## src/rtl/alu_pkg.sv

```systemverilog
// Shared encodings for the ALU control issue stage: ALU op codes, ALUOp
// classes, funct7/funct3 values and the issue FSM state type.
package alu_pkg;

   localparam logic [2:0] ALU_PASS = 3'b000;
   localparam logic [2:0] ALU_SUM  = 3'b001;
   localparam logic [2:0] ALU_SUB  = 3'b010;
   localparam logic [2:0] ALU_AND  = 3'b011;
   localparam logic [2:0] ALU_OR   = 3'b100;
   localparam logic [2:0] ALU_XOR  = 3'b101;
   localparam logic [2:0] ALU_MUL  = 3'b110;

   localparam logic [1:0] OP_LDST   = 2'b00;
   localparam logic [1:0] OP_BRANCH = 2'b01;
   localparam logic [1:0] OP_RTYPE  = 2'b10;
   localparam logic [1:0] OP_ITYPE  = 2'b11;

   localparam logic [6:0] F7_BASE   = 7'b0000000;
   localparam logic [6:0] F7_ALT    = 7'b0100000;
   localparam logic [6:0] F7_MULDIV = 7'b0000001;

   localparam logic [2:0] F3_ADD = 3'b000;
   localparam logic [2:0] F3_XOR = 3'b100;
   localparam logic [2:0] F3_OR  = 3'b110;
   localparam logic [2:0] F3_AND = 3'b111;

   typedef enum logic [1:0] {
      ST_EMPTY = 2'b00,
      ST_HOLD  = 2'b01,
      ST_BUSY  = 2'b10
   } state_t;

endpackage

```

## src/rtl/alu_ctrl_decode.sv

```systemverilog
// Combinational decode of ALUOp/funct7/funct3 into the 3-bit ALU op code.
// Unsupported encodings yield PASS with the illegal flag raised.
module alu_ctrl_decode
   import alu_pkg::*;
(
   input  logic [1:0] alu_op,
   input  logic [6:0] funct7,
   input  logic [2:0] funct3,
   output logic [2:0] code,
   output logic       illegal
);

   always_comb begin
      code    = ALU_PASS;
      illegal = 1'b0;
      case (alu_op)
         OP_LDST:   code = ALU_SUM;
         OP_BRANCH: code = ALU_SUB;
         OP_RTYPE: begin
            case ({funct7, funct3})
               {F7_BASE,   F3_ADD}: code = ALU_SUM;
               {F7_ALT,    F3_ADD}: code = ALU_SUB;
               {F7_MULDIV, F3_ADD}: code = ALU_MUL;
               {F7_BASE,   F3_AND}: code = ALU_AND;
               {F7_BASE,   F3_OR }: code = ALU_OR;
               {F7_BASE,   F3_XOR}: code = ALU_XOR;
               default:             illegal = 1'b1;
            endcase
         end
         default: begin
            // I-type arithmetic: funct7 holds immediate bits, so it is ignored
            case (funct3)
               F3_ADD:  code = ALU_SUM;
               F3_AND:  code = ALU_AND;
               F3_OR:   code = ALU_OR;
               F3_XOR:  code = ALU_XOR;
               default: illegal = 1'b1;
            endcase
         end
      endcase
   end

endmodule

```

## src/rtl/alu_ctrl_issue.sv

```systemverilog
// Issue stage: one-entry output register holding the ALU code, 1-cycle latency,
// full throughput for non-MUL; after a MUL is consumed, issue blocks MUL_LAT-1 cycles.
module alu_ctrl_issue
   import alu_pkg::*;
#(
   parameter int MUL_LAT = 3
) (
   input  logic       clk_i,
   input  logic       rst_i,
   input  logic       in_valid_i,
   output logic       in_ready_o,
   input  logic [1:0] ALUOp_i,
   input  logic [6:0] funct7_i,
   input  logic [2:0] funct3_i,
   output logic       out_valid_o,
   input  logic       out_ready_i,
   output logic [2:0] ALUCtrl_o,
   output logic       illegal_o
);

   localparam logic [3:0] MUL_CNT    = 4'(MUL_LAT - 1);
   localparam bit         MUL_STALLS = (MUL_LAT > 1);

   state_t     state;
   state_t     state_n;
   logic [3:0] cnt;
   logic [3:0] cnt_n;
   logic [2:0] ctrl;
   logic       ill;
   logic [2:0] dec_code;
   logic       dec_ill;
   logic       held_mul;
   logic       ready;
   logic       load;

   alu_ctrl_decode u_decode (
      .alu_op  (ALUOp_i),
      .funct7  (funct7_i),
      .funct3  (funct3_i),
      .code    (dec_code),
      .illegal (dec_ill)
   );

   assign held_mul = MUL_STALLS && (ctrl == ALU_MUL);

   always_comb begin
      state_n = state;
      cnt_n   = cnt;
      ready   = 1'b0;
      load    = 1'b0;
      case (state)
         ST_EMPTY: begin
            ready = 1'b1;
            if (in_valid_i) begin
               load    = 1'b1;
               state_n = ST_HOLD;
            end
         end
         ST_HOLD: begin
            if (out_ready_i) begin
               if (held_mul) begin
                  state_n = ST_BUSY;
                  cnt_n   = MUL_CNT;
               end else begin
                  // consume and refill in the same cycle keeps 1 beat/cycle
                  ready = 1'b1;
                  if (in_valid_i) begin
                     load = 1'b1;
                  end else begin
                     state_n = ST_EMPTY;
                  end
               end
            end
         end
         ST_BUSY: begin
            if (cnt <= 4'd1) begin
               cnt_n   = 4'd0;
               state_n = ST_EMPTY;
            end else begin
               cnt_n = cnt - 4'd1;
            end
         end
         default: begin
            state_n = ST_EMPTY;
            cnt_n   = 4'd0;
         end
      endcase
   end

   always_ff @(posedge clk_i or posedge rst_i) begin
      if (rst_i) begin
         state <= ST_EMPTY;
         cnt   <= 4'd0;
         ctrl  <= ALU_PASS;
         ill   <= 1'b0;
      end else begin
         state <= state_n;
         cnt   <= cnt_n;
         if (load) begin
            ctrl <= dec_code;
            ill  <= dec_ill;
         end
      end
   end

   assign in_ready_o  = ready;
   assign out_valid_o = (state == ST_HOLD);
   assign ALUCtrl_o   = ctrl;
   assign illegal_o   = ill;

endmodule
```

## config.mk

```make
export PLATFORM = sky130hd
export DESIGN_NAME = alu_ctrl_issue
export DESIGN_NICKNAME = d
export VERILOG_FILES = /design/src/rtl/alu_pkg.sv /design/src/rtl/alu_ctrl_decode.sv /design/src/rtl/alu_ctrl_issue.sv
export SDC_FILE = /design/constraint.sdc
export NUM_CORES = 1
export LEC_CHECK = 0
export CORE_MARGIN = 2
export CORE_UTILIZATION = 45
export DETAILED_ROUTE_END_ITERATION = 10
export PLACE_DENSITY_LB_ADDON = 0.25
export RECOVER_POWER = 100
export SETUP_SLACK_MARGIN = 0.1
export SLEW_MARGIN = 20
export SYNTH_ARGS = -nofsm -noshare
export SYNTH_HDL_FRONTEND = slang
export SYNTH_HIERARCHICAL = 1
export SYNTH_SLANG_ARGS = --single-unit
export TNS_END_PERCENT = 30
```

## constraint.sdc

```tcl
create_clock -name clk_i -period 1.8 [get_ports clk_i]
set_clock_uncertainty 0.05 [all_clocks]
set_input_delay 0.54 -clock clk_i [delete_from_list [all_inputs] [get_ports clk_i]]
set_output_delay 0.54 -clock clk_i [all_outputs]
set_load 0.01 [all_outputs]
```

==> results of run 1 <==
report_power, final:
part | internal (mW) | leakage (nW) | switching (mW)
combinational | 0.505 | 0.485 | 0.396
sequential | 0.281 | 0.132 | 0.0427
clock | 0.123 | 0.0210 | 0.0851
per-stage QoR:
stage | hold slack [ps] | setup slack (ps) | power (mW) | utilization [%] | cells
4_1_cts | 481.6 | -83.36 | 1.408 | 75.75 | 155
6_report | 483.3 | -72.99 | 1.433 | 78.83 | 156
2_1_floorplan | 330.2 | -74.63 | 0.7473 | - | 80
3_3_place_gp | 472.3 | -521.3 | 1.105 | 71.65 | 149
3_5_place_dp | 461.8 | -575.3 | 1.131 | 71.65 | 149
5_1_grt | 506.1 | -117.8 | 1.527 | 78.83 | 156
flip-flops by register name (all words and copies together) (netlist names):
signal     flops
cnt            4
state          2
illegal_o      1
ALUCtrl_o      3
what timing repair did:
| action | CTS | global route |
|---|---|---|
| setup endpoints to repair | 13 | 12 |
| buffers inserted | 2 | 1 |
| cloned | 0 | 0 |
| pin swaps | 5 | 7 |
| resized for setup | 40 | 13 |
critical path: cells and delay by family, from the launching register on:
| kind | cells | cell delay (ps) |
|---|---|---|
| adders and majority gates | 1 | 170 |
| buffers and inverters | 2 | 200 |
| DFF | 1 | 430 |
| AOI/OAI and AO/OA | 1 | 210 |
how the worst max path moves through the flow:
stage	start	end	slack, ps	depth (start not counted)
after floorplan	funct3_i[1]	illegal_o$_DFFE_PP0P_	-70	4
after detailed placement	funct3_i[1]	illegal_o$_DFFE_PP0P_	-580	5
final	state[0]$_DFFE_PP0P_	in_ready_o	-70	4
after CTS	state[0]$_DFFE_PP0P_	in_ready_o	-80	4
after global placement	funct3_i[1]	illegal_o$_DFFE_PP0P_	-520	5
after global routing	state[0]$_DFFE_PP0P_	in_ready_o	-120	4
metal layers:
layer / vias up / GRT usage [%] / part of all wire (%)
met2: 28 / 45.83 / 59
li1: 406 / - / -
met5: - / 0 / 0
met1: 405 / 22.99 / 35
met4: 0 / 16.00 / 3.5
met3: 11 / 5.882 / 3.1
layout by cell type, fill, tap and decap left out, types with 2 or more instances in the layout:
| cell type | n |
|---|---|
| clkdlybuf4s15_1 | 3 |
| inv_1 | 2 |
| dfrtp_1 | 10 |
| buf_4 | 25 |
| clkbuf_4 | 3 |
| o31ai_1 | 2 |
| nand2_1 | 2 |
| nand4b_1 | 2 |
| ha_1 | 2 |
| clkdlybuf4s50_1 | 5 |
| nor2_1 | 6 |
| mux2i_1 | 2 |
| o21ai_0 | 6 |
| buf_6 | 5 |
| a21oi_1 | 3 |
| nand2b_1 | 2 |
| nand3_1 | 2 |
| mux2_4 | 4 |
| dlymetal6s2s_1 | 2 |
| inv_2 | 6 |
| o2bb2ai_1 | 2 |
| ha_4 | 3 |
| dlygate4sd2_1 | 5 |
cell type report:
cell class                 count  area, um2
clock buffer                   4      36.28
fill                         118      361.6
inverter                       8      30.03
multi-input combinational     62      590.6
sequential                    10      250.2
tap                           25      31.28
timing repair buffer          47      407.9
cells by family (layout without fill, tap and decap cells):
family	Yosys count	count (layout)	synth area share (%)
simple gates	24	24	18.48
mux	6	6	9.938
compound gates	25	25	26.40
xor+xnor	1	1	1.087
buf+inv	8	59	3.727
fa+ha+maj	6	6	9.317
flops	10	10	31.06
==> results.json, run 1 <==
{
  "coreArea_um2": 1708,
  "ys.flop_type": "dfrtp_1",
  "vias_per_cell": 5.449,
  "synth_seq_cells": 10,
  "clkTransAtPathRegs_ps": 70,
  "fin_area_um2": 1346,
  "port-buffer-count": 21,
  "tritoncts": "yes",
  "die_area_um2": 2145,
  "worstRegToRegCells": 7,
  "ff2ff_setup_slack_ps": 100,
  "grt_pass1_vias": 861,
  "cts_max_level": 1,
  "async_flop_share_pct": 100.0,
  "hold_violations": 0,
  "die_w_um": 46.32,
  "critical_path_required_ps": 1210,
  "synth_top_cell_by_area": "dfrtp_1",
  "design.portCount": 22,
  "peakVddDrop_v": 0.0005635,
  "setup_viol": 1,
  "diodes": 0,
  "dr.first_iter.drc_count": 15,
  "crit_chain": "inv_2 -> ha_4 -> a31o_4 -> buf_6",
  "root_buffer": "clkbuf_4",
  "fin_crit_sh_pct": 104.1,
  "hold_buffers": 0,
  "area_growth_pct": 67.08,
  "p_per_area_nw_per_um2": 1064,
  "violations": "setup timing",
  "antenna_found_initial": 0,
  "synth_area_leaders": "dfrtp_1 31%, ha_1 9.3%, mux2_4 7.5%",
  "cp-start-kind": "register",
  "grt_start_max_net_pins": 11,
  "min_from": "illegal_o$_DFFE_PP0P_",
  "vias": 850,
  "worst_skew_pair.late_latency_ps": 270,
  "holdPathEnd": "illegal_o$_DFFE_PP0P_",
  "hpwl_um": 1737,
  "nets": 154,
  "hold_class": "register to register",
  "routedWlPerCell_um": 14.65,
  "drtPass1Iterations": 4,
  "yosysSeqAreaShare_pct": 31.06,
  "slowest_stage": "dfrtp_1",
  "reg2reg_from": "state[1]$_DFFE_PP0P_",
  "r2r-end": "cnt[2]$_DFFE_PP0P_",
  "worst_ep_arrival_time_ps": 1280,
  "relSlewSlack_pct": 73.28,
  "fin_setup_tns_ps": -72.99,
  "gp_congestion": 0.7894,
  "synth_area_per_cell_um2": 10.07,
  "synth_edf_count": 0,
  "netlist_instances": 80,
  "post_dp_cell_area_um2": 1224,
  "slowest_delay_ps": 430,
  "crit_fanout": 3,
  "tightest_slew_ps": 400.4,
  "rows": 15,
  "synth_cell_types": 37,
  "synth_area_um2": 805.8,
  "outcome": "finished with violations",
  "drv_cap": 0,
  "antenna_left": 0,
  "die_h_um": 46.32,
  "synth_top_area_share_pct": 31.06,
  "min_period_ps": 1873,
  "drv_slew": 0,
  "end_kind": "primary output",
  "start_util_pct": 47.18,
  "synth_most_common_cell": "dfrtp_1",
  "p_leak_nw": 0.6379,
  "clock_sinks": 10,
  "grt_use_total_pct": 24.46,
  "grt_overflow_total": 0,
  "drc_errors": 0,
  "routed_wl_um": 2286,
  "rsz0062_at_grt": "true",
  "grt_pass1_wl_um": 3601,
  "ys_top_cells_by_count": "10 x dfrtp_1, 6 x ha_1, 6 x inv_1, 6 x nor2_1, 6 x o21ai_0",
  "numCtsBuffers": 3,
  "postSynthNetCount": 102,
  "fmax_ghz": 0.5339,
  "holdPathStages": 1,
  "synth-warning-count": 6,
  "worst_slack_ps": -72.99,
  "drive_gt1_share_pct": 47.33,
  "clockBufferDepth": 2,
  "setup.worst_path.class": "register to primary output"
}
Power figures use the tool's default switching activity.
==> run 2: changes to the inputs <==
--- a/config.mk
+++ b/config.mk
@@ -5,6 +5,7 @@
 export SDC_FILE = /design/constraint.sdc
 export NUM_CORES = 1
 export LEC_CHECK = 0
+export ABC_CLOCK_PERIOD_IN_PS = 1800
 export CORE_MARGIN = 2
 export CORE_UTILIZATION = 45
 export DETAILED_ROUTE_END_ITERATION = 10
==> results of run 2 <==
The final DEF is identical to that of run 1; final timing and power are the same.
==> run 3: changes to the inputs <==
--- a/config.mk
+++ b/config.mk
@@ -5,9 +5,10 @@
 export SDC_FILE = /design/constraint.sdc
 export NUM_CORES = 1
 export LEC_CHECK = 0
-export ABC_CLOCK_PERIOD_IN_PS = 1800
+export ABC_CLOCK_PERIOD_IN_PS = 1550
 export CORE_MARGIN = 2
-export CORE_UTILIZATION = 45
+export CORE_UTILIZATION = 42
+export CTS_CLUSTER_SIZE = 40
 export DETAILED_ROUTE_END_ITERATION = 10
 export PLACE_DENSITY_LB_ADDON = 0.25
 export RECOVER_POWER = 100
==> constraint.sdc (replaced) <==
create_clock -name clk_i -period 1.55 [get_ports clk_i]
set_clock_uncertainty 0.05 [all_clocks]
set_input_delay 0.465 -clock clk_i [delete_from_list [all_inputs] [get_ports clk_i]]
set_output_delay 0.465 -clock clk_i [all_outputs]
set_load 0.01 [all_outputs]
==> run 3 against run 2 <==
The run still ends with setup timing left. Global-route usage grew 1.1 points. Sequential power rose by 19%. Cell count up 0.64%. Via count up 5.1%. Non-clock buffer count increased by 1. Combinational power is 40% higher. Die area is 6.5% higher. First-iteration DRC count grew 53%. Design area rose by 5.9%. Clock power up 22%.
==> results.json, run 3 (synthesis results as in run 1) <==
{
  "outcome": "finished with violations",
  "violations": "setup timing",
  "fin_setup_tns_ps": -700.5,
  "cp-start-kind": "register",
  "relSlewSlack_pct": 73.57,
  "most-common-layout-cells": "19 x buf_4, 12 x buf_6, 9 x dfrtp_1",
  "area_growth_pct": 76.86,
  "worst_skew_pair.late_latency_ps": 280,
  "die_w_um": 47.80,
  "design.portCount": 22,
  "min_period_ps": 1791,
  "seqCellArea_um2": 251.5,
  "diodes": 0,
  "pre_cts_slack_ps": -776.2,
  "dr.first_iter.drc_count": 23,
  "fillers": 111,
  "post_dp_cell_area_um2": 1254,
  "fmax_ghz": 0.5583,
  "root_buffer": "clkbuf_4",
  "cts_max_level": 1,
  "fin_area_um2": 1425,
  "port-buffer-count": 21,
  "mostFrequentLayoutCell": "buf_4",
  "power_mw": 1.896,
  "setup.worst_path.class": "register to primary output",
  "worst_ep_arrival_time_ps": 1280,
  "hpwl_um": 1638,
  "p_per_area_nw_per_um2": 1330,
  "antenna_found_initial": 0,
  "hold_buffers": 0,
  "worst_slack_ps": -241.2,
  "drc_errors": 0,
  "drtPass1Iterations": 4,
  "nets": 155,
  "routed_wl_um": 2796,
  "final_cells": 157,
  "multi_input_area_um2": 668.1,
  "vias": 893,
  "gp_congestion": 0.8323,
  "die_h_um": 47.80,
  "reg2reg_from": "state[0]$_DFFE_PP0P_",
  "drv_slew": 0,
  "hold_violations": 0,
  "cp-startpoint": "ALUCtrl_o[0]$_DFFE_PP0P_",
  "drive_gt1_share_pct": 53.03,
  "rows": 15,
  "drv_cap": 0,
  "end_kind": "primary output",
  "place_inst": 149,
  "p_leak_nw": 0.6272,
  "grt_pass1_vias": 879,
  "fin_crit_sh_pct": 115.6,
  "clkTransAtPathRegs_ps": 70,
  "die_area_um2": 2285,
  "grt_pass1_wl_um": 3884,
  "hold_class": "register to register",
  "coreArea_um2": 1764,
  "tritoncts": "yes",
  "setup_viol": 5,
  "peakVddDrop_v": 0.0009087,
  "grt_start_max_net_pins": 11,
  "tightest_slew_ps": 396.0,
  "min_from": "illegal_o$_DFFE_PP0P_",
  "routedWlPerCell_um": 17.81,
  "vias_per_cell": 5.688,
  "grt_use_total_pct": 25.60,
  "largest_register_ffs": 4,
  "utilization_pct": 80.78,
  "holdWs_ps": 493.3,
  "clock_sinks": 10,
  "start_util_pct": 45.67,
  "numCtsBuffers": 3,
  "crit_fanout": 2,
  "rsz0062_at_grt": "true",
  "critical_path_required_ps": 1030,
  "largest_register": "cnt",
  "antenna_left": 0,
  "grt_overflow_total": 0,
  "clockBufferDepth": 2
}
==> run 3: critical path, cell delays in order, from the launching register on <==
cell and delay, ps:
dfrtp_1 380, nand3b_1 220, a31o_4 280, buf_6 120
==> run 3: report_power, final <==
| group | total (mW) | switching (mW) | internal, mW |
|---|---|---|---|
| clock | 0.254 | 0.111 | 0.143 |
| sequential | 0.385 | 0.0564 | 0.329 |
| combinational | 1.26 | 0.573 | 0.684 |
| total | 1.90 | 0.740 | 1.16 |
==> run 3: what timing repair did <==
item	CTS	global route
pin swaps	15	6
setup endpoints to repair	16	16
setup buffers	3	1
resized for setup	62	20
hold endpoints to repair	0	0
==> run 3: routing by layer <==
| layer | track usage, % | part of all wire [%] | vias to the layer above |
|---|---|---|---|
| li1 | - | - | 411 |
| met1 | 26.40 | 37 | 434 |
| met5 | 0 | 0 | - |
| met3 | 2.642 | 4.0 | 11 |
| met2 | 49.87 | 55 | 37 |
| met4 | 12.97 | 3.5 | 0 |
==> run 3: layout make-up <==
class | count | share of cell area [%]
clock buffer | 4 | 2.546
inverter | 8 | 2.283
multi-input combinational | 62 | 46.88
sequential | 10 | 17.65
tap | 25 | 2.195
timing repair buffer | 48 | 28.45
==> run 3: worst paths after layout <==
kind / endpoint / slack [ps] / depth (start not counted)
min: illegal_o$_DFFE_PP0P_ / 490 / 1
min in group asynchronous: cnt[1]$_DFFE_PP0P_ / 580 / 2
max reg2reg: state[0]$_DFFE_PP0P_ / -150 / 7
min reg2reg: illegal_o$_DFFE_PP0P_ / 490 / 1
max: in_ready_o / -240 / 3
max in group asynchronous: state[0]$_DFFE_PP0P_ / 570 / 2
